### src/rtl/ct_had_mbkpt_chan_pkg.sv
// Shared encodings for the HAD multi-breakpoint channels: modes, privilege filters,
// channel states and the configuration-word field offsets.
package ct_had_mbkpt_chan_pkg;

   localparam int WD_MODE_LSB  = 32;
   localparam int WD_FLT_LSB   = 36;
   localparam int WD_CHAIN_BIT = 40;

   typedef enum logic [2:0] {
      MODE_OFF  = 3'd0,
      MODE_INST = 3'd1,
      MODE_CHGF = 3'd2,
      MODE_DATA = 3'd3,
      MODE_ST   = 3'd4,
      MODE_LD   = 3'd5
   } mbkpt_mode_e;

   typedef enum logic [1:0] {
      FLT_ANY   = 2'd0,
      FLT_USER  = 2'd1,
      FLT_PRIV  = 2'd2,
      FLT_NEVER = 2'd3
   } mbkpt_flt_e;

   typedef enum logic [2:0] {
      ST_OFF   = 3'd0,
      ST_COUNT = 3'd1,
      ST_ARMED = 3'd2,
      ST_PEND  = 3'd3,
      ST_FIRED = 3'd4
   } mbkpt_st_e;

   // One-hot hit-source selection; all-zero means the channel is off.
   typedef struct packed {
      logic inst;
      logic chgf;
      logic data;
      logic st;
      logic ld;
   } mode_sel_t;

   function automatic mode_sel_t decode_mode(logic [2:0] mode);
      mode_sel_t s;
      s = '0;
      case (mode)
         MODE_INST: s.inst = 1'b1;
         MODE_CHGF: s.chgf = 1'b1;
         MODE_DATA: s.data = 1'b1;
         MODE_ST:   s.st   = 1'b1;
         MODE_LD:   s.ld   = 1'b1;
         default:   s      = '0;
      endcase
      return s;
   endfunction

   // Returns {allow_priv, allow_user}.
   function automatic logic [1:0] decode_flt(logic [1:0] flt);
      logic [1:0] a;
      case (flt)
         FLT_ANY:  a = 2'b11;
         FLT_USER: a = 2'b01;
         FLT_PRIV: a = 2'b10;
         default:  a = 2'b00;
      endcase
      return a;
   endfunction

endpackage

### src/rtl/ct_had_mbkpt_chan_slot.sv
// One breakpoint channel: match counter plus OFF/COUNT/ARMED/PEND/FIRED sequencing.
module ct_had_mbkpt_slot #(
   parameter int CNT_W = 8
) (
   input  logic             cpuclk,
   input  logic             cpurst,
   input  logic             wr_i,
   input  logic [CNT_W-1:0] wr_cnt_i,
   input  logic [2:0]       wr_mode_i,
   input  logic [1:0]       wr_flt_i,
   input  logic             user_i,
   input  logic             inst_hit_i,
   input  logic             data_hit_i,
   input  logic             data_st_i,
   input  logic             chgflow_i,
   input  logic             qual_i,
   input  logic             arm_ok_i,
   input  logic             split_i,
   input  logic             inst_vld_i,
   input  logic             flush_i,
   input  logic             dbgon_i,
   input  logic             ack_i,
   output logic             fired_o,
   output logic             is_data_o,
   output logic [CNT_W-1:0] cnt_o
);
   import ct_had_mbkpt_chan_pkg::*;

   mbkpt_st_e        state_q, state_d;
   logic [CNT_W-1:0] cnt_q, cnt_d;
   mode_sel_t        sel_q, sel_d, wr_sel;
   logic [1:0]       allow_q, allow_d;
   logic             fired_q;
   logic             hit_sel, flt_pass, q_hit;

   // Mode and filter are decoded at write time so the hit path only sees flops.
   assign wr_sel   = decode_mode(wr_mode_i);
   assign hit_sel  = (sel_q.inst & inst_hit_i)
                   | (sel_q.chgf & inst_hit_i & chgflow_i)
                   | (sel_q.data & data_hit_i)
                   | (sel_q.st   & data_hit_i & data_st_i)
                   | (sel_q.ld   & data_hit_i & ~data_st_i);
   assign flt_pass = user_i ? allow_q[0] : allow_q[1];
   assign q_hit    = hit_sel & flt_pass & qual_i & arm_ok_i;

   always_comb begin
      state_d = state_q;
      cnt_d   = cnt_q;
      sel_d   = sel_q;
      allow_d = allow_q;
      if (wr_i) begin
         sel_d   = wr_sel;
         allow_d = decode_flt(wr_flt_i);
         cnt_d   = wr_cnt_i;
         if (wr_sel == '0)          state_d = ST_OFF;
         else if (wr_cnt_i == '0)   state_d = ST_ARMED;
         else                       state_d = ST_COUNT;
      end else begin
         case (state_q)
            ST_COUNT: begin
               if (q_hit && !split_i && cnt_q != '0) begin
                  cnt_d = cnt_q - CNT_W'(1);
                  if (cnt_q == CNT_W'(1)) state_d = ST_ARMED;
               end
            end
            ST_ARMED: begin
               if (q_hit && !split_i)                state_d = ST_FIRED;
               else if (q_hit && split_i && is_data_o) state_d = ST_PEND;
            end
            ST_PEND: begin
               if (flush_i || dbgon_i)               state_d = ST_ARMED;
               else if (inst_vld_i && !split_i)      state_d = ST_FIRED;
            end
            ST_FIRED: begin
               if (ack_i || flush_i) begin
                  state_d = ST_ARMED;
                  cnt_d   = '0;
               end
            end
            default: state_d = state_q;
         endcase
      end
   end

   always_ff @(posedge cpuclk or posedge cpurst) begin
      if (cpurst) begin
         state_q <= ST_OFF;
         cnt_q   <= '0;
         sel_q   <= '0;
         allow_q <= '0;
         fired_q <= 1'b0;
      end else begin
         state_q <= state_d;
         cnt_q   <= cnt_d;
         sel_q   <= sel_d;
         allow_q <= allow_d;
         fired_q <= (state_d == ST_FIRED);
      end
   end

   assign fired_o   = fired_q;
   assign is_data_o = sel_q.data | sel_q.st | sel_q.ld;
   assign cnt_o     = cnt_q;

endmodule

### src/rtl/ct_had_mbkpt_chan.sv
// HAD multi-breakpoint channel bank: CHN slots, request merge and lowest-index encoder.
// Define HAD_MBKPT_CHAIN_EN to let channel i>0 wait for channel i-1 to fire (chain bit 40).
module ct_had_mbkpt_chan #(
   parameter  int CHN   = 4,
   parameter  int CNT_W = 8,
   localparam int ID_W  = (CHN > 1) ? $clog2(CHN) : 1
) (
   input  logic                 cpuclk,
   input  logic                 cpurst,
   input  logic                 ctrl_bkpt_en,
   input  logic [1:0]           cp0_yy_priv_mode,
   input  logic                 rtu_had_inst_bkpt_inst_vld,
   input  logic [CHN-1:0]       rtu_had_inst_hit,
   input  logic [CHN-1:0]       rtu_had_data_hit,
   input  logic                 rtu_had_bkpt_data_st,
   input  logic                 rtu_had_xx_mbkpt_chgflow,
   input  logic                 rtu_had_xx_split_inst,
   input  logic                 rtu_yy_xx_retire0_normal,
   input  logic                 rtu_yy_xx_dbgon,
   input  logic                 rtu_yy_xx_flush,
   input  logic                 x_sm_xx_update_dr_en,
   input  logic [CHN-1:0]       ir_xx_mbc_reg_sel,
   input  logic [63:0]          ir_xx_wdata,
   input  logic                 ctrl_bkpt_ack,
   output logic                 bkpt_ctrl_inst_req,
   output logic                 bkpt_ctrl_data_req,
   output logic [CHN-1:0]       bkpt_ctrl_req_chn,
   output logic [ID_W-1:0]      bkpt_ctrl_chn_id,
   output logic [CHN*CNT_W-1:0] bkpt_regs_mbc
);
   import ct_had_mbkpt_chan_pkg::*;

   logic [CHN-1:0]   wr, fired, is_data, arm_ok;
   logic [CNT_W-1:0] wr_cnt;
   logic [2:0]       wr_mode;
   logic [1:0]       wr_flt;
   logic             qual, user, unused_wdata;

   assign qual    = rtu_had_inst_bkpt_inst_vld & rtu_yy_xx_retire0_normal
                  & ctrl_bkpt_en & ~rtu_yy_xx_dbgon;
   assign user    = (cp0_yy_priv_mode == 2'b00);
   assign wr      = {CHN{x_sm_xx_update_dr_en}} & ir_xx_mbc_reg_sel;
   assign wr_cnt  = ir_xx_wdata[CNT_W-1:0];
   assign wr_mode = ir_xx_wdata[WD_MODE_LSB +: 3];
   assign wr_flt  = ir_xx_wdata[WD_FLT_LSB +: 2];
   assign unused_wdata = ^ir_xx_wdata;

`ifdef HAD_MBKPT_CHAIN_EN
   logic [CHN-1:0] chain_q, chain_d, fsince_q, fsince_d;
   logic           unused_chain;

   // fsince tracks "fired since last written"; a write to the channel clears it.
   always_comb begin
      chain_d  = chain_q;
      fsince_d = fsince_q | fired;
      for (int i = 0; i < CHN; i++) begin
         if (wr[i]) begin
            chain_d[i]  = ir_xx_wdata[WD_CHAIN_BIT];
            fsince_d[i] = 1'b0;
         end
      end
   end

   always_ff @(posedge cpuclk or posedge cpurst) begin
      if (cpurst) begin
         chain_q  <= '0;
         fsince_q <= '0;
      end else begin
         chain_q  <= chain_d;
         fsince_q <= fsince_d;
      end
   end

   always_comb begin
      arm_ok    = '1;
      for (int i = 1; i < CHN; i++)
         arm_ok[i] = ~chain_q[i] | fsince_q[i-1] | fired[i-1];
   end

   assign unused_chain = chain_q[0] ^ fsince_q[CHN-1];
`else
   assign arm_ok = '1;
`endif

   for (genvar g = 0; g < CHN; g++) begin : g_slot
      ct_had_mbkpt_slot #(.CNT_W(CNT_W)) u_slot (
         .cpuclk     (cpuclk),
         .cpurst     (cpurst),
         .wr_i       (wr[g]),
         .wr_cnt_i   (wr_cnt),
         .wr_mode_i  (wr_mode),
         .wr_flt_i   (wr_flt),
         .user_i     (user),
         .inst_hit_i (rtu_had_inst_hit[g]),
         .data_hit_i (rtu_had_data_hit[g]),
         .data_st_i  (rtu_had_bkpt_data_st),
         .chgflow_i  (rtu_had_xx_mbkpt_chgflow),
         .qual_i     (qual),
         .arm_ok_i   (arm_ok[g]),
         .split_i    (rtu_had_xx_split_inst),
         .inst_vld_i (rtu_had_inst_bkpt_inst_vld),
         .flush_i    (rtu_yy_xx_flush),
         .dbgon_i    (rtu_yy_xx_dbgon),
         .ack_i      (ctrl_bkpt_ack),
         .fired_o    (fired[g]),
         .is_data_o  (is_data[g]),
         .cnt_o      (bkpt_regs_mbc[g*CNT_W +: CNT_W])
      );
   end

   assign bkpt_ctrl_req_chn  = fired;
   assign bkpt_ctrl_inst_req = |(fired & ~is_data);
   assign bkpt_ctrl_data_req = |(fired & is_data);

   always_comb begin
      bkpt_ctrl_chn_id = '0;
      for (int i = CHN - 1; i >= 0; i--)
         if (fired[i]) bkpt_ctrl_chn_id = ID_W'(i);
   end

endmodule

### config.mk
export PLATFORM = sky130hd
export DESIGN_NAME = ct_had_mbkpt_chan
export DESIGN_NICKNAME = d
export VERILOG_FILES = /design/src/rtl/ct_had_mbkpt_chan_pkg.sv /design/src/rtl/ct_had_mbkpt_chan_slot.sv /design/src/rtl/ct_had_mbkpt_chan.sv
export SDC_FILE = /design/constraint.sdc
export NUM_CORES = 1
export LEC_CHECK = 0
export BUFFER_PORTS_ARGS = -buffer_cell sky130_fd_sc_hd__buf_2
export CORE_UTILIZATION = 43
export CTS_BUF_LIST = sky130_fd_sc_hd__clkbuf_2
export DETAILED_ROUTE_END_ITERATION = 10
export PLACE_DENSITY = 0.72
export SYNTH_ARGS = -nofsm -noshare
export SYNTH_HDL_FRONTEND = slang
export SYNTH_SLANG_ARGS = --single-unit
### constraint.sdc
create_clock -name cpuclk -period 2.2 [get_ports cpuclk]
set_input_delay 0.33 -clock cpuclk [delete_from_list [all_inputs] [get_ports cpuclk]]
set_output_delay 0.33 -clock cpuclk [all_outputs]
set_load 0.05 [all_outputs]
==> run metrics <==
outcome=completed; instance count after placement with tap cells included=around 800; Worst setup EP type=flip-flop; Iteration-0 DRC Markers=between 400 and 500; count of non-filler cells in the finished layout=between 800 and 900; kind of start point of the critical path=flip-flop; standard-cell rows=38; number of enable-type register cells in the synthesized netlist=0; number of standard cells after synthesis=around 570; Yosys top cell area share=0.3988; dominant cells by area after synthesis=dfrtp_1 (40%), o21ai_0 (7.1%), nand2_1 (5.1%), nor2_1 (4.1%), a21oi_1 (3.1%); Worst Max-Slew Pin Slew=0.6655 ns; Peak VDD IR=between 0.6 and 0.7 mV; mapped cell area=roughly 4800 um2; post-detailed-route via-to-cell ratio=between 5 and 6; final-stage net count=769; Port Buffers=between 70 and 80; Antenna Nets Post-Route=0; clock latency reported for the late side of the worst-skew pair=about 0.57 ns; number of antenna repair diodes=0; Slew HR=0.5522; count of endpoints failing setup in the final report=0; Mean Syn Cell Area=8.425 um2; unique cell type count in the Yosys netlist=66; worst endpoint required time=2.69 ns; count of state elements after synthesis=between 70 and 80; sequential cell area=between 1500 and 2000 um2; Layout Area Growth over Synthesis=21.07%; part of the Yosys area used for sequential elements=0.3988; number of remaining DRC errors=0; total number of clock tree sinks=76; TritonCTS clock tree=built; wire length of the first global-routing pass=between 20000 and 25000 um; final hold vios=0; final-layout fill cell count=~1000; DIE AREA=approximately 12000 um2; number of antenna violations at the first check in global routing=0; RSZ-0062 raised after global routing=yes; minimum clock period after layout=~2.2 ns; CTS max path bufs=2; Final HPWL DP=10680 um; placeable core area=10840 um2; class of the tightest hold or removal check=in2reg; detailed-route wire length per cell=17.10 um; PnR worst setup slack=0.04832 ns; most frequently used cell type in the post-synthesis netlist=dfrtp_1; number of search-and-repair iterations in the first detailed-routing pass=5; vertical die dimension=approximately 110 um; vias after detailed routing=4849; most common flop cell mapped by yosys=dfrtp_1; number of global-route vias before repair=between 4000 and 5000; Initial Util=0.4399; final core occ=0.5325; worst slack after detailed placement=-0.07996 ns; Post-Synthesis Net Count=664; max-slew violation total from the final report=0; pin count of the biggest net entering global routing=41; Total Wirelength=~14000 um; Ports=130; multi-input gate area in the final layout=between 2000 and 3000 um2; top post-synthesis cells by count=dfrtp_1 (76), o21ai_0 (68), nand2_1 (65); Crit Path Category=reg2reg; period utilization=0.9780; post-synthesis cell type with the largest combined area=dfrtp_1; Highest Clock Rate=~0.46 GHz; async set-reset flop share out of synthesis=1.000; total congestion overflow=0; number of H-tree branching levels=3; GRT Overall Usage=0.2555; largest driver fanout on the critical path=3; clock buffer count from CTS=9; Pwr per Cell Area=between 900 and 1000 nW/um2; Maximum Capacitance Violations=0; CTS clock-pin slew for the worst setup and hold paths=between 0.2 and 0.25 ns; root buffer cell=clkbuf_2; arrival time of the worst setup path=around 2.6 ns; fraction of layout instances using a drive strength above 1=0.2548; Horiz. Die Dim=approximately 110 um; routability-driven placement congestion ratio=between 0.9 and 1; worst clock skew on the final layout=~0.036 ns; Static Leak=2.483 nW; Warnings, synthesis=0
[layout by cell type, fill, tap and decap left out, types with 7 or more instances in the layout]
| cell type | count |
|---|---|
| nand2b_1 | 15 |
| nor3_1 | 20 |
| buf_2 | 78 |
| a211oi_1 | 8 |
| a22oi_1 | 8 |
| o211ai_1 | 10 |
| o21ai_0 | 68 |
| and2_1 | 7 |
| a21oi_1 | 29 |
| nor2_1 | 52 |
| dfrtp_1 | 74 |
| inv_1 | 16 |
| nand2_1 | 64 |
| a32oi_1 | 11 |
| clkbuf_2 | 9 |
| buf_4 | 41 |
| a31oi_1 | 9 |
| or4_1 | 7 |
[power breakdown]
group / total (mW) / switching (mW) / internal [mW]
clock network: 0.743 / 0.496 / 0.247
registers: 2.05 / 0.376 / 1.67
logic: 2.55 / 1.66 / 0.886
[logic make-up after synthesis]
logic type	count (synthesis)	share of synthesized area
AOI/OAI and AO/OA	188	0.2603
xor gates and xnor gates	3	0.005511
adders and majority gates	8	0.02099
buffers and inverters	48	0.04329
DFF	76	0.3988
muxes	8	0.01784
and+or+nand+nor	235	0.2532
[routing by layer]
layer / GRT usage / vias to the layer above / wire length [um]
met3: 0.03995 / 19 / 914
met5: 0 / - / 0
met4: 0.09589 / 0 / 238
met1: 0.3205 / 2329 / 5843
li1: - / 2309 / -
met2: 0.4424 / 192 / 6944
[repair_timing]
item                                   4_1_cts  5_1_grt
gates resized for setup                      6       16
hold buffers                                 3        0
endpoints found under the hold margin       24        0
pin swaps                                    1        2
setup endpoints to repair                    3        9
buffers inserted                             0        3
[registers in the layout (all words and copies together) (netlist names)]
signal / count
g_slot.u_slot.sel_q: 20
g_slot.u_slot.state_q: 12
g_slot.u_slot.fired_o: 4
g_slot.u_slot.cnt_o: 32
g_slot.u_slot.allow_q: 8
[area by class of cell]
cell class	count	area share
multi-input cells	442	0.4794
clock buffers	9	0.007802
flip-flops and latches	76	0.3299
inverters	19	0.01344
well taps	140	0.03034
clock inverters	6	0.009536
repair buffers	123	0.1296
[final timing paths]
check	from	end	slack [ns]	cells after the start
min in group asynchronous	cpurst	g_slot[1].u_slot.state_q[1]	0.30	3
max in group asynchronous	cpurst	g_slot[0].u_slot.cnt_o[2]	1.30	4
worst min register to register	g_slot[1].u_slot.sel_q[4]	g_slot[1].u_slot.sel_q[4]	0.51	2
worst max register to register	g_slot[2].u_slot.cnt_o[0]	g_slot[2].u_slot.fired_o	0.05	9
worst max-delay path	g_slot[2].u_slot.cnt_o[0]	g_slot[2].u_slot.fired_o	0.05	9
worst min-delay path	ir_xx_wdata[4]	g_slot[0].u_slot.cnt_o[4]	0.09	3
[worst max-delay path, cell delays in order (launching register included)]
cell and delay, ns:
dfrtp_2 0.44, inv_2 0.06, ha_4 0.16, nor4b_4 0.21
buf_4 0.15, nand2_2 0.05, or4_4 0.44, a221oi_4 0.27
a311oi_2 0.08, nor3b_2 0.22
[per-stage QoR]
step           hold slack, ns  total power [mW]  setup TNS (ns)  cell area, um2
2_1_floorplan          0.4418             3.714        -0.01746            4775
3_3_place_gp           0.3857             4.348        -0.02085            5510
3_5_place_dp           0.3926             4.426        -0.07996            5510
4_1_cts               0.08069             5.201       -0.008329            5675
5_1_grt                0.1021             5.667        -0.04891            5773
6_report              0.09157             5.338               0            5773
No activity file was read; power rests on OpenSTA's default activity.
